**src/rtl/nebula_node_sink.sv**
```systemverilog
// -----------------------------------------------------------------------------
// nebula_pkg / nebula_node_sink
//
// Purpose:
//   Endpoint receiver for one mesh node. It sits on a nebula_router local
//   response port, buffers each delivered flit in a small FIFO, checks that the
//   flit was addressed to this node and that DATA flits from each source arrive
//   in sequence order, and keeps saturating statistics.
//
// Optional feature macro:
//   NEBULA_SINK_LATENCY_EN - builds a free-running 32-bit cycle counter and
//                            tracks worst-case latency (now - data[31:0]) of
//                            correctly routed DATA flits in max_latency.
//                            Undefined: max_latency is constant 0.
//
// Ports:
//   clk            in   clock
//   rst            in   synchronous active-high reset
//   resp_data      in   flit_t from the router local port
//   resp_valid     in   flit valid
//   resp_ready     out  sink can accept a flit (registered state only)
//   sink_stall     in   inhibit popping the FIFO (slow consumer model)
//   stats_clr      in   pulse: clear statistics, flush FIFO, re-run table init
//   init_done      out  high while in RUN
//   rx_count       out  flits popped and checked (32-bit, saturating)
//   misroute_count out  flits not addressed to this node (16-bit, saturating)
//   seq_err_count  out  per-source sequence mismatches (16-bit, saturating)
//   err_flag       out  sticky error indication
//   max_latency    out  worst observed latency, 0 unless the feature is built
// -----------------------------------------------------------------------------

package nebula_pkg;

    localparam int COORD_W = 4;

    typedef enum logic [1:0] {
        PACKET_DATA  = 2'd0,
        PACKET_READ  = 2'd1,
        PACKET_WRITE = 2'd2,
        PACKET_RESP  = 2'd3
    } packet_type_t;

    typedef struct packed {
        logic [COORD_W-1:0] dest_x;
        logic [COORD_W-1:0] dest_y;
        logic [COORD_W-1:0] src_x;
        logic [COORD_W-1:0] src_y;
        packet_type_t       packet_type;
        logic [15:0]        sequence_num;
        logic [63:0]        data;
    } flit_t;

endpackage

module nebula_node_sink
    import nebula_pkg::*;
#(
    parameter int MY_X_COORD  = 0,
    parameter int MY_Y_COORD  = 0,
    parameter int MESH_SIZE_X = 8,
    parameter int MESH_SIZE_Y = 8,
    parameter int NUM_SRC     = MESH_SIZE_X * MESH_SIZE_Y,
    parameter int FIFO_DEPTH  = 4,
    parameter int SEQ_W       = 8
) (
    input  logic        clk,
    input  logic        rst,
    input  flit_t       resp_data,
    input  logic        resp_valid,
    output logic        resp_ready,
    input  logic        sink_stall,
    input  logic        stats_clr,
    output logic        init_done,
    output logic [31:0] rx_count,
    output logic [15:0] misroute_count,
    output logic [15:0] seq_err_count,
    output logic        err_flag,
    output logic [15:0] max_latency
);

    localparam int IDX_W = (NUM_SRC > 1) ? $clog2(NUM_SRC) : 1;
    localparam int PTR_W = (FIFO_DEPTH > 1) ? $clog2(FIFO_DEPTH) : 1;
    localparam int CNT_W = PTR_W + 1;

    typedef enum logic {
        ST_INIT = 1'b0,
        ST_RUN  = 1'b1
    } state_t;

    // -------------------------------------------------------------------------
    // Saturation helpers
    // -------------------------------------------------------------------------
    function automatic logic [31:0] sat_inc32(input logic [31:0] v);
        return (&v) ? v : v + 32'd1;
    endfunction

    function automatic logic [15:0] sat_inc16(input logic [15:0] v);
        return (&v) ? v : v + 16'd1;
    endfunction

    function automatic logic [15:0] sat16(input logic [31:0] v);
        return (|v[31:16]) ? 16'hFFFF : v[15:0];
    endfunction

    // -------------------------------------------------------------------------
    // FSM: INIT sweeps the expected-sequence table to zero, RUN checks flits
    // -------------------------------------------------------------------------
    state_t            state_q, state_d;
    logic [IDX_W-1:0]  idx_q, idx_d;

    always_ff @(posedge clk) begin
        if (rst) begin
            state_q <= ST_INIT;
            idx_q   <= '0;
        end else begin
            state_q <= state_d;
            idx_q   <= idx_d;
        end
    end

    always_comb begin
        state_d = state_q;
        idx_d   = idx_q;
        if (stats_clr) begin
            state_d = ST_INIT;
            idx_d   = '0;
        end else begin
            case (state_q)
                ST_INIT: begin
                    if (idx_q == IDX_W'(NUM_SRC - 1)) begin
                        state_d = ST_RUN;
                        idx_d   = '0;
                    end else begin
                        idx_d = idx_q + IDX_W'(1);
                    end
                end
                default: ;
            endcase
        end
    end

    assign init_done = (state_q == ST_RUN);

    // -------------------------------------------------------------------------
    // Input FIFO
    // -------------------------------------------------------------------------
    flit_t             fifo_mem [FIFO_DEPTH];
    logic [PTR_W-1:0]  wr_ptr_q, rd_ptr_q;
    logic [CNT_W-1:0]  count_q;
    logic              push, pop;
    flit_t             head;

    // Ready looks only at registered state, so a full FIFO keeps it low even
    // in a cycle that pops; this keeps resp_valid -> resp_ready path-free.
    assign resp_ready = (state_q == ST_RUN) && (count_q < CNT_W'(FIFO_DEPTH));
    assign push       = resp_valid && resp_ready;
    assign pop        = (state_q == ST_RUN) && (count_q != '0) && !sink_stall;
    assign head       = fifo_mem[rd_ptr_q];

    always_ff @(posedge clk) begin
        if (rst || stats_clr) begin
            wr_ptr_q <= '0;
            rd_ptr_q <= '0;
            count_q  <= '0;
        end else begin
            if (push) wr_ptr_q <= wr_ptr_q + PTR_W'(1);
            if (pop)  rd_ptr_q <= rd_ptr_q + PTR_W'(1);
            case ({push, pop})
                2'b10:   count_q <= count_q + CNT_W'(1);
                2'b01:   count_q <= count_q - CNT_W'(1);
                default: ;
            endcase
        end
    end

    // Storage is data only; pointers and count define what is valid.
    always_ff @(posedge clk) begin
        if (push) fifo_mem[wr_ptr_q] <= resp_data;
    end

    // -------------------------------------------------------------------------
    // Head-flit classification
    // -------------------------------------------------------------------------
    logic              dest_ok, is_data, src_ok, seq_chk, seq_bad;
    int                src_lin;
    logic [IDX_W-1:0]  src_idx;
    logic [SEQ_W-1:0]  seq_got;
    logic [SEQ_W-1:0]  exp_q [NUM_SRC];

    always_comb begin
        dest_ok = (head.dest_x == COORD_W'(MY_X_COORD)) &&
                  (head.dest_y == COORD_W'(MY_Y_COORD));
        is_data = (head.packet_type == PACKET_DATA);
        src_lin = int'(head.src_y) * MESH_SIZE_X + int'(head.src_x);
        // A source outside the table cannot be tracked; it is counted but not
        // sequence-checked.
        src_ok  = (src_lin < NUM_SRC);
        src_idx = IDX_W'(src_lin);
        seq_got = head.sequence_num[SEQ_W-1:0];
        seq_chk = pop && dest_ok && is_data && src_ok;
        seq_bad = seq_chk && (seq_got != exp_q[src_idx]);
    end

    // -------------------------------------------------------------------------
    // Expected-sequence table: zeroed during INIT, resynced on every check
    // -------------------------------------------------------------------------
    logic              tbl_we;
    logic [IDX_W-1:0]  tbl_widx;
    logic [SEQ_W-1:0]  tbl_wdata;

    always_comb begin
        tbl_we    = 1'b0;
        tbl_widx  = src_idx;
        tbl_wdata = seq_got + SEQ_W'(1);
        if (!rst) begin
            if (state_q == ST_INIT) begin
                tbl_we    = 1'b1;
                tbl_widx  = idx_q;
                tbl_wdata = '0;
            end else if (seq_chk) begin
                tbl_we    = 1'b1;
            end
        end
    end

    always_ff @(posedge clk) begin
        if (tbl_we) exp_q[tbl_widx] <= tbl_wdata;
    end

    // -------------------------------------------------------------------------
    // Statistics
    // -------------------------------------------------------------------------
    logic [31:0] rx_q, rx_d;
    logic [15:0] mis_q, mis_d;
    logic [15:0] seqerr_q, seqerr_d;
    logic        err_q, err_d;

    always_comb begin
        rx_d     = rx_q;
        mis_d    = mis_q;
        seqerr_d = seqerr_q;
        err_d    = err_q;
        if (pop) begin
            rx_d = sat_inc32(rx_q);
            if (!dest_ok) begin
                mis_d = sat_inc16(mis_q);
                err_d = 1'b1;
            end
        end
        if (seq_bad) begin
            seqerr_d = sat_inc16(seqerr_q);
            err_d    = 1'b1;
        end
    end

    always_ff @(posedge clk) begin
        if (rst || stats_clr) begin
            rx_q     <= '0;
            mis_q    <= '0;
            seqerr_q <= '0;
            err_q    <= 1'b0;
        end else begin
            rx_q     <= rx_d;
            mis_q    <= mis_d;
            seqerr_q <= seqerr_d;
            err_q    <= err_d;
        end
    end

    assign rx_count       = rx_q;
    assign misroute_count = mis_q;
    assign seq_err_count  = seqerr_q;
    assign err_flag       = err_q;

    // -------------------------------------------------------------------------
    // Optional latency tracking
    // -------------------------------------------------------------------------
`ifdef NEBULA_SINK_LATENCY_EN
    logic [31:0] now_q;
    logic [31:0] lat;
    logic [15:0] max_lat_q, max_lat_d;

    // Cycle counter only restarts on rst so timestamps stay comparable across
    // a stats_clr.
    always_ff @(posedge clk) begin
        if (rst) now_q <= '0;
        else     now_q <= now_q + 32'd1;
    end

    always_comb begin
        lat       = now_q - head.data[31:0];
        max_lat_d = max_lat_q;
        if (pop && dest_ok && is_data && (sat16(lat) > max_lat_q)) begin
            max_lat_d = sat16(lat);
        end
    end

    always_ff @(posedge clk) begin
        if (rst || stats_clr) max_lat_q <= '0;
        else                  max_lat_q <= max_lat_d;
    end

    assign max_latency = max_lat_q;
`else
    assign max_latency = '0;
`endif

    // Flit fields not consumed in every configuration.
    logic unused_bits;
    assign unused_bits = ^{head.data, head.sequence_num};

endmodule
```
**config.mk**
```make
export PLATFORM = sky130hd
export DESIGN_NAME = nebula_node_sink
export DESIGN_NICKNAME = d
export VERILOG_FILES = /design/src/rtl/nebula_node_sink.sv
export SDC_FILE = /design/constraint.sdc
export NUM_CORES = 1
export LEC_CHECK = 0
export CAP_MARGIN = 10
export CORE_ASPECT_RATIO = 0.8
export CORE_MARGIN = 1.5
export CORE_UTILIZATION = 45
export DETAILED_ROUTE_END_ITERATION = 10
export MAX_ROUTING_LAYER = met4
export SLEW_MARGIN = 15
export SYNTH_ARGS = -nofsm -noshare
export SYNTH_HDL_FRONTEND = slang
export SYNTH_SLANG_ARGS = --single-unit
export TNS_END_PERCENT = 10
```
**constraint.sdc**
```tcl
create_clock -name clk -period 11.9 [get_ports clk]
set_input_delay 2.38 -clock clk [delete_from_list [all_inputs] [get_ports clk]]
set_output_delay 2.38 -clock clk [all_outputs]
set_load 0.05 [all_outputs]
```
# --- Word level (Yosys, flattened, before mapping) ---
# Memories as Yosys holds them, arrays and structs flattened. A register that Yosys moved wholly into a read port is not among the register bits.
# Cells that the tools add are included.
# W data, S select, Z words.
op_classes:
  addsub: 10
  n_lt_le_gt_ge: 2
  n_eq_ne: 5
  n_mux: 20
  n_bitwise: 4
  n_reduce_logical: 25
op_table:
  columns: ["operator", "count"]
  rows:
  - ["$add A16 B1 Y16 const B", 2]
  - ["$add A32 B1 Y32 const B", 1]
  - ["$reduce_and A16 Y1", 2]
  - ["$reduce_and A32 Y1", 1]
  - ["$mux W6", 3]
  - ["$mux W8", 2]
  - ["$mux W1", 12]
  - ["$logic_and A1 B1 Y1", 9]
  - ["$add A7 B4 Y8", 1]
  - ["$add A8 B1 Y8 const B", 1]
  - ["$logic_not A4 Y1", 2]
  - ["$lt A8 B7 Y1 const B", 1]
  - ["$ne A8 B8 Y1", 1]
  - ["$add A6 B1 Y6 const B", 1]
  - ["$eq A6 B6 Y1 const B", 1]
  - ["$pmux W3 S2", 1]
  - ["$reduce_and A2 Y1", 3]
  - ["$add A2 B1 Y2 const B", 2]
  - ["$mux W2", 2]
  - ["$not A1 Y1", 4]
  - ["$reduce_bool A2 Y1", 2]
  - ["$add A3 B1 Y3 const B", 1]
  - ["$lt A3 B3 Y1 const B", 1]
  - ["$reduce_and A3 Y1", 1]
  - ["9 further kinds", 9]
totals:
  ff_bits: 79
  ramBits: 904
  inputBits: 103
  output_inout_bits: 83
  elab_cells: 77
  mem_count: 2
mem_list:
  columns: ["name", "words", "width", "rd", "rd_ports_with_merged_regs", "write_ports", "line_no", "text"]
  rows:
  - ["exp_q", 64, 8, 1, 0, 1, "188", "logic [SEQ_W-1:0] exp_q [NUM_SRC];"]
  - ["fifo_mem", 4, 98, 1, 1, 1, "147", "flit_t fifo_mem [FIFO_DEPTH];"]

# --- Depth between registers and ports, before layout ---
# Gate-level depths: netlist of run 1.
depth:
  depth_word: 11
  mapped_depth: 21
  depth_no_buf: 14

# --- Worst setup path after synthesis of run 1 ---
# Ideal clock, no wire load.
synth_path:
  kind: "input-to-reg"
  startpoint: "input port rst"
  endpoint: "memory exp_q[0][5] (data pin)"
  setup_ns: 0.548
  arrival_time_ns: 4.462
  required_ns: 11.352
  setup_slack_ns: 6.890
  cell_stages: 3
  n_path_buf: 1
  cell_sequence: "nor2_1 clkbuf_1 a21oi_1"
synth_between:
  elab_chain_len: 1
synth_rtl:
  columns: ["element", "line_no", "text"]
  rows:
  - ["start: declaration", "67", "input logic rst,"]
  - ["$mux W8", "215", "if (!rst) begin"]
  - ["net tbl_wdata[5]", "209", "logic [SEQ_W-1:0] tbl_wdata;"]
  - ["end: declaration", "188", null]
# The timed path passes the listed nets, and every way through them passes these cells.

==> results of run 1 <==
-- synthesized netlist by cell type (9+ instances only) --
cell	instances	area share
nor2b_1	18	0.0040
clkbuf_1	35	0.0046
inv_1	17	0.0022
mux2i_1	198	0.070
o31ai_1	10	0.0026
xnor2_1	32	0.0099
nor4_1	21	0.0046
a21oi_1	47	0.0083
edfxtp_1	616	0.65
buf_2	24	0.0042
o211ai_1	12	0.0032
mux4_2	30	0.024
o22ai_1	59	0.013
buf_4	36	0.0095
nand3_1	46	0.0081
and3_1	14	0.0031
nand4_1	26	0.0057
dfxtp_1	81	0.057
xor2_1	45	0.014
or3_1	17	0.0037
nand2_1	81	0.011
a211oi_1	14	0.0037
mux2_2	24	0.0095
nor2_1	159	0.021
a22oi_1	22	0.0058
or2_2	13	0.0029
or4_1	12	0.0032
nor3_1	24	0.0042
ha_1	12	0.0053
and2_1	9	0.0020
o21ai_0	22	0.0039
-- layer usage --
layer / track usage / vias to the layer above
met1: 0.296 / 8114
met5: - / -
met2: 0.311 / 426
met3: 0.0393 / 109
met4: 0.0595 / 0
li1: - / 7334
-- sequential cells by signal (all words and copies together), names as in the netlist, named ones only --
| signal | flops |
|---|---|
| exp_q | 512 |
| fifo_mem | 104 |
| rx_count | 32 |
| misroute_count | 16 |
| seq_err_count | 16 |
| idx_q | 6 |
| count_q | 3 |
| rd_ptr_q | 2 |
| wr_ptr_q | 2 |
| err_flag | 1 |
| init_done | 1 |
-- area by class of cell --
type | count | area share
flip-flops and latches | 697 | 0.624
multi-input cells | 1047 | 0.240
clock buffers | 98 | 0.0595
repair buffers | 122 | 0.0363
well taps | 840 | 0.0326
clock inverters | 29 | 0.00555
inverters | 18 | 0.00210
diodes | 2 | 0.000155
-- through the flow --
| stage | std cells | setup slack [ns] | utilization |
|---|---|---|---|
| after global placement | 2724 | 6.00 | 0.482 |
| after CTS | 2851 | 5.90 | 0.515 |
| after global routing | 2853 | 5.66 | 0.515 |
| final | 2853 | 6.00 | 0.515 |
| after detailed placement | 2724 | 5.95 | 0.482 |
| after floorplan | 1869 | 6.89 | - |
-- kinds of logic after synthesis --
family,Yosys count,synth area share
flops,697,0.708
other cells,1,0.000132
mux,258,0.109
simple gates,463,0.0794
buf+inv,125,0.0247
fa+ha+maj,13,0.00599
xor+xnor,77,0.0237
compound gates,220,0.0496
-- power by group --
group	total, µW	internal (µW)	switching [µW]	leakage [µW]
sequential	2650	2650	1.51	0.00626
combinational	63.0	14.4	48.6	0.00324
clock	2040	1150	893	0.00102
total	4760	3810	943	0.0105
-- worst paths after layout --
| check | start | end | slack (ns) |
|---|---|---|---|
| max | flop | err_flag$_SDFFE_PP0P_ | 6.00 |
| min | err_flag$_SDFFE_PP0P_ | err_flag$_SDFFE_PP0P_ | 0.48 |
| max reg2reg | flop | err_flag$_SDFFE_PP0P_ | 6.00 |
| min reg2reg | err_flag$_SDFFE_PP0P_ | err_flag$_SDFFE_PP0P_ | 0.48 |
==> flow_summary.ini, run 1 <==
[floorplanning]
die_y_um = 228
placementRows = 82
core_region_area_um2 = 62600
die_w_um = 284
start_util = 0.454
die_area_um2 = 64700
ios = 186

[clocking]
clk_latency_ns = 0.61
cts_tree = done
cts_resized = 0
clk_pin_slew_ns = 0.06
hold_buffers = 0
clock_path_buffers = 3
cts_root_buffer = clkbuf_16
cts_inserted_buffers = 71
htree_levels = 3
postCtsSetupRepairBufs = 0
clkSinkCount = 697

[timing]
hold_viol = 0
slew_viol_final = 0
clock_skew_ns = 0.0316
worst_slew_pin_slew_ns = 1.19
timing.fmax_mhz = 170
min_period_ns = 5.90
setup_violations = 0
rsz0062_at_grt = no
setup_tns_ns = 0
finalCritPeriodShare = 0.496
hold_ws_ns = 0.479
max_slew_margin = 0.206

[route]
drt_iter0_drc = 1451
postRouteAntennaNets = 0
dr.max_layer_used = met4
drt-pass1-iter-count = 5
wl_met3_um = 3880
vias = 16000
vias_per_cell = 5.60
wirelength_met1_um = 30300
drc = 0
route.met2.wl_um = 30100
wirelength_um = 65700
wl_per_cell_um = 23.0

[global_routing]
grt_start_max_net_pins = 115
overflow = 0
grt_pass1_vias = 15700
grt_usage = 0.210
antenna_found_initial = 2
grt_pass1_wl_um = 98800

[critical_path]
critical-path-top-delay-family = buffers and inverters
cpMaxStageDelayCell = mux4_4
cp_max_fo = 114
crit_required_ns = 12.39
cp_slowest_stage_delay_ns = 0.99
worstSetupPathType = flop to flop
worstSetupStartpointType = flop
path_buf_inv = 3
path_common_cell = mux2i_1
cp_num_cells = 14
reg2reg_depth = 14
cp_data_arrival_time_ns = 6.38
cp-end-kind = flop
path_cells = buf_4 -> mux4_4 -> buf_12 -> buf_4 -> mux2i_1 -> mux2i_1 -> a22oi_1 -> and4_1 -> xor2_1 -> mux2i_1 -> nor4_1 -> and4_4 -> nor2_1 -> o31a_1

[final_layout]
final_area_um2 = 32200
nNetsFinal = 2073
drive_above_1_share = 0.0990
fill_cells = 5187
register_area_um2 = 20100
layout_commonest_cell = edfxtp_1
final_cell_mix = 616 x edfxtp_1, 198 x mux2i_1, 153 x nor2_1, 97 x clkdlybuf4s50_1
multiInputGateArea_um2 = 7730
syn_to_final_growth_pct = 13.4

[logic_synthesis]
synth_flop_cell = edfxtp_1
synth_edf_count = 616
async_reset_ff_frac = 0
syn_avg_cell_area_um2 = 15.3
netlist_area_um2 = 28400
syn-instance-count = 1854
ys_types = 62
synth_seq_cells = 697
yosys_warnings = 0
synth_seq_area_share = 0.708

[power]
p_total_uw = 4760
powerDensity_nw_per_um2 = 148
leakage_uw = 0.0105
vdd_drop_max_uv = 98.4

[run_status]
status = finished clean

[place]
place_congestion = 0.874
portBuffers = 97
post-dp-hpwl_um = 41000
dpl_cell_area_um2 = 30100

[hold_path]
hp-class = flop to flop
holdPathStages = 1

[run]
cap_violations = 0
Power figures use the tool's default switching activity.
==> run 2, diff against run 1 <==
==> constraint.sdc (replaced) <==
create_clock -name clk -period 5.5 [get_ports clk]
set_input_delay 1.1 -clock clk [delete_from_list [all_inputs] [get_ports clk]]
set_output_delay 1.1 -clock clk [all_outputs]
set_load 0.05 [all_outputs]
==> flow_summary.ini, run 2 (synthesis results as in run 1) <==
[global_routing]
grt_start_max_net_pins = 77
grt_pass1_vias = 15600
grt_pass1_wl_um = 98800
overflow = 0
antenna_found_initial = 0
grt_usage = 0.211

[critical_path]
cp-end-kind = flop
worstSetupPathType = flop to flop
r2r_slack_ns = 0.32
worstSetupStartpointType = flop
path_cells = mux4_2 -> ha_1 -> ha_1 -> nor2b_2 -> nand3b_1 -> o22ai_1 -> nor4_1 -> buf_4 -> nand4_1 -> xnor2_1 -> nor2_1 -> nor4_1 -> and4_4 -> nor2_1 -> o31a_1
crit_required_ns = 5.98
cp_slowest_stage_delay_ns = 0.55
cp_max_fo = 29
cp_data_arrival_time_ns = 5.66
cpMaxStageDelayCell = mux4_2
path_buf_inv = 1
critical-path-top-delay-family = simple AND/OR/NAND/NOR gates

[place]
portBuffers = 97
post-dp-hpwl_um = 42700
place_congestion = 0.876

[floorplanning]
start_util = 0.454
core_region_area_um2 = 62600
die_w_um = 284
placementRows = 82
die_y_um = 228
die_area_um2 = 64700
ios = 186

[clocking]
clock_path_buffers = 3
cts_tree = done
cts_root_buffer = clkbuf_16
clkSinkCount = 697
clk_pin_slew_ns = 0.06
htree_levels = 3
hold_buffers = 0
cts_inserted_buffers = 70
clk_latency_ns = 0.61

[final_layout]
top_register = exp_q
antenna_cells = 0
layout_commonest_cell = edfxtp_1
drive_above_1_share = 0.129
syn_to_final_growth_pct = 15.5
register_area_um2 = 20100
finish.utilization = 0.525
fill_cells = 5204
largest_reg_flops = 512
multiInputGateArea_um2 = 7730
nNetsFinal = 2131
final_cell_mix = 616 x edfxtp_1, 198 x mux2i_1, 153 x nor2_1, 97 x clkdlybuf4s50_1, 81 x nand2_1

[timing]
clock_skew_ns = 0.0199
slew_viol_final = 0
max_slew_margin = 0.260
hold_viol = 0
finalCritPeriodShare = 0.942
rsz0062_at_grt = no
min_period_ns = 5.18
timing.fmax_mhz = 193
setup_violations = 0
worst_slew_pin_slew_ns = 1.11

[route]
drc = 0
drt-pass1-iter-count = 5
wirelength_um = 66500
postRouteAntennaNets = 0
wl_per_cell_um = 22.9
drt_iter0_drc = 1379
vias_per_cell = 5.56
vias = 16200

[power]
leakage_uw = 0.0109
powerDensity_nw_per_um2 = 319
vdd_drop_max_uv = 256
p_total_uw = 10500

[hold_path]
hp-class = flop to flop

[run_status]
status = finished clean

[run]
cap_violations = 0
run 2: per-layer routing:
| metal | GRT usage | up-vias | part of all wire |
|---|---|---|---|
| li1 | - | 7444 | - |
| met1 | 0.303 | 8184 | 0.46 |
| met4 | 0.0499 | 0 | 0.021 |
| met2 | 0.305 | 448 | 0.45 |
| met5 | - | - | 0 |
| met3 | 0.0478 | 108 | 0.069 |
run 2: final cells by class:
type	instances	area share
Clock inverter	30	0.00716
Sequential cell	697	0.613
Clock buffer	97	0.0603
Inverter	18	0.00206
Tap cell	840	0.0320
Multi-Input combinational cell	1047	0.236
Timing Repair Buffer	181	0.0503
run 2: per-stage QoR:
stage                     TNS (ns)  hold slack (ns)  worst slack [ns]  cells  area, µm²
after floorplan                  0            0.469              1.00   1869      28500
after global placement           0            0.463            0.0903   2779      30600
after detailed placement  -0.00327            0.477          -0.00327   2779      30600
after CTS                        0            0.490            0.0865   2906      32800
after global routing             0            0.522            0.0375   2910      32800
final                            0            0.484             0.319   2910      32800
run 2: final timing paths:
check,start,endpoint,cells after the start
worst min-delay path,err_flag$_SDFFE_PP0P_,err_flag$_SDFFE_PP0P_,1
worst max register to register,flop,err_flag$_SDFFE_PP0P_,15
worst max-delay path,flop,err_flag$_SDFFE_PP0P_,15
worst min register to register,err_flag$_SDFFE_PP0P_,err_flag$_SDFFE_PP0P_,1
run 2: report_power, final:
part           switching, µW  internal (µW)
combinational            106           32.6
sequential              3.27           5730
clock                   1950           2660
total                   2060           8430
run 2: repair_timing:
action | CTS | global route
setup endpoints to repair | 1 | 17
resized for setup | 1 | 2
setup buffers | 0 | 4
hold endpoints to repair | 0 | 0
pin swaps | 0 | 0
gates cloned | 0 | 0
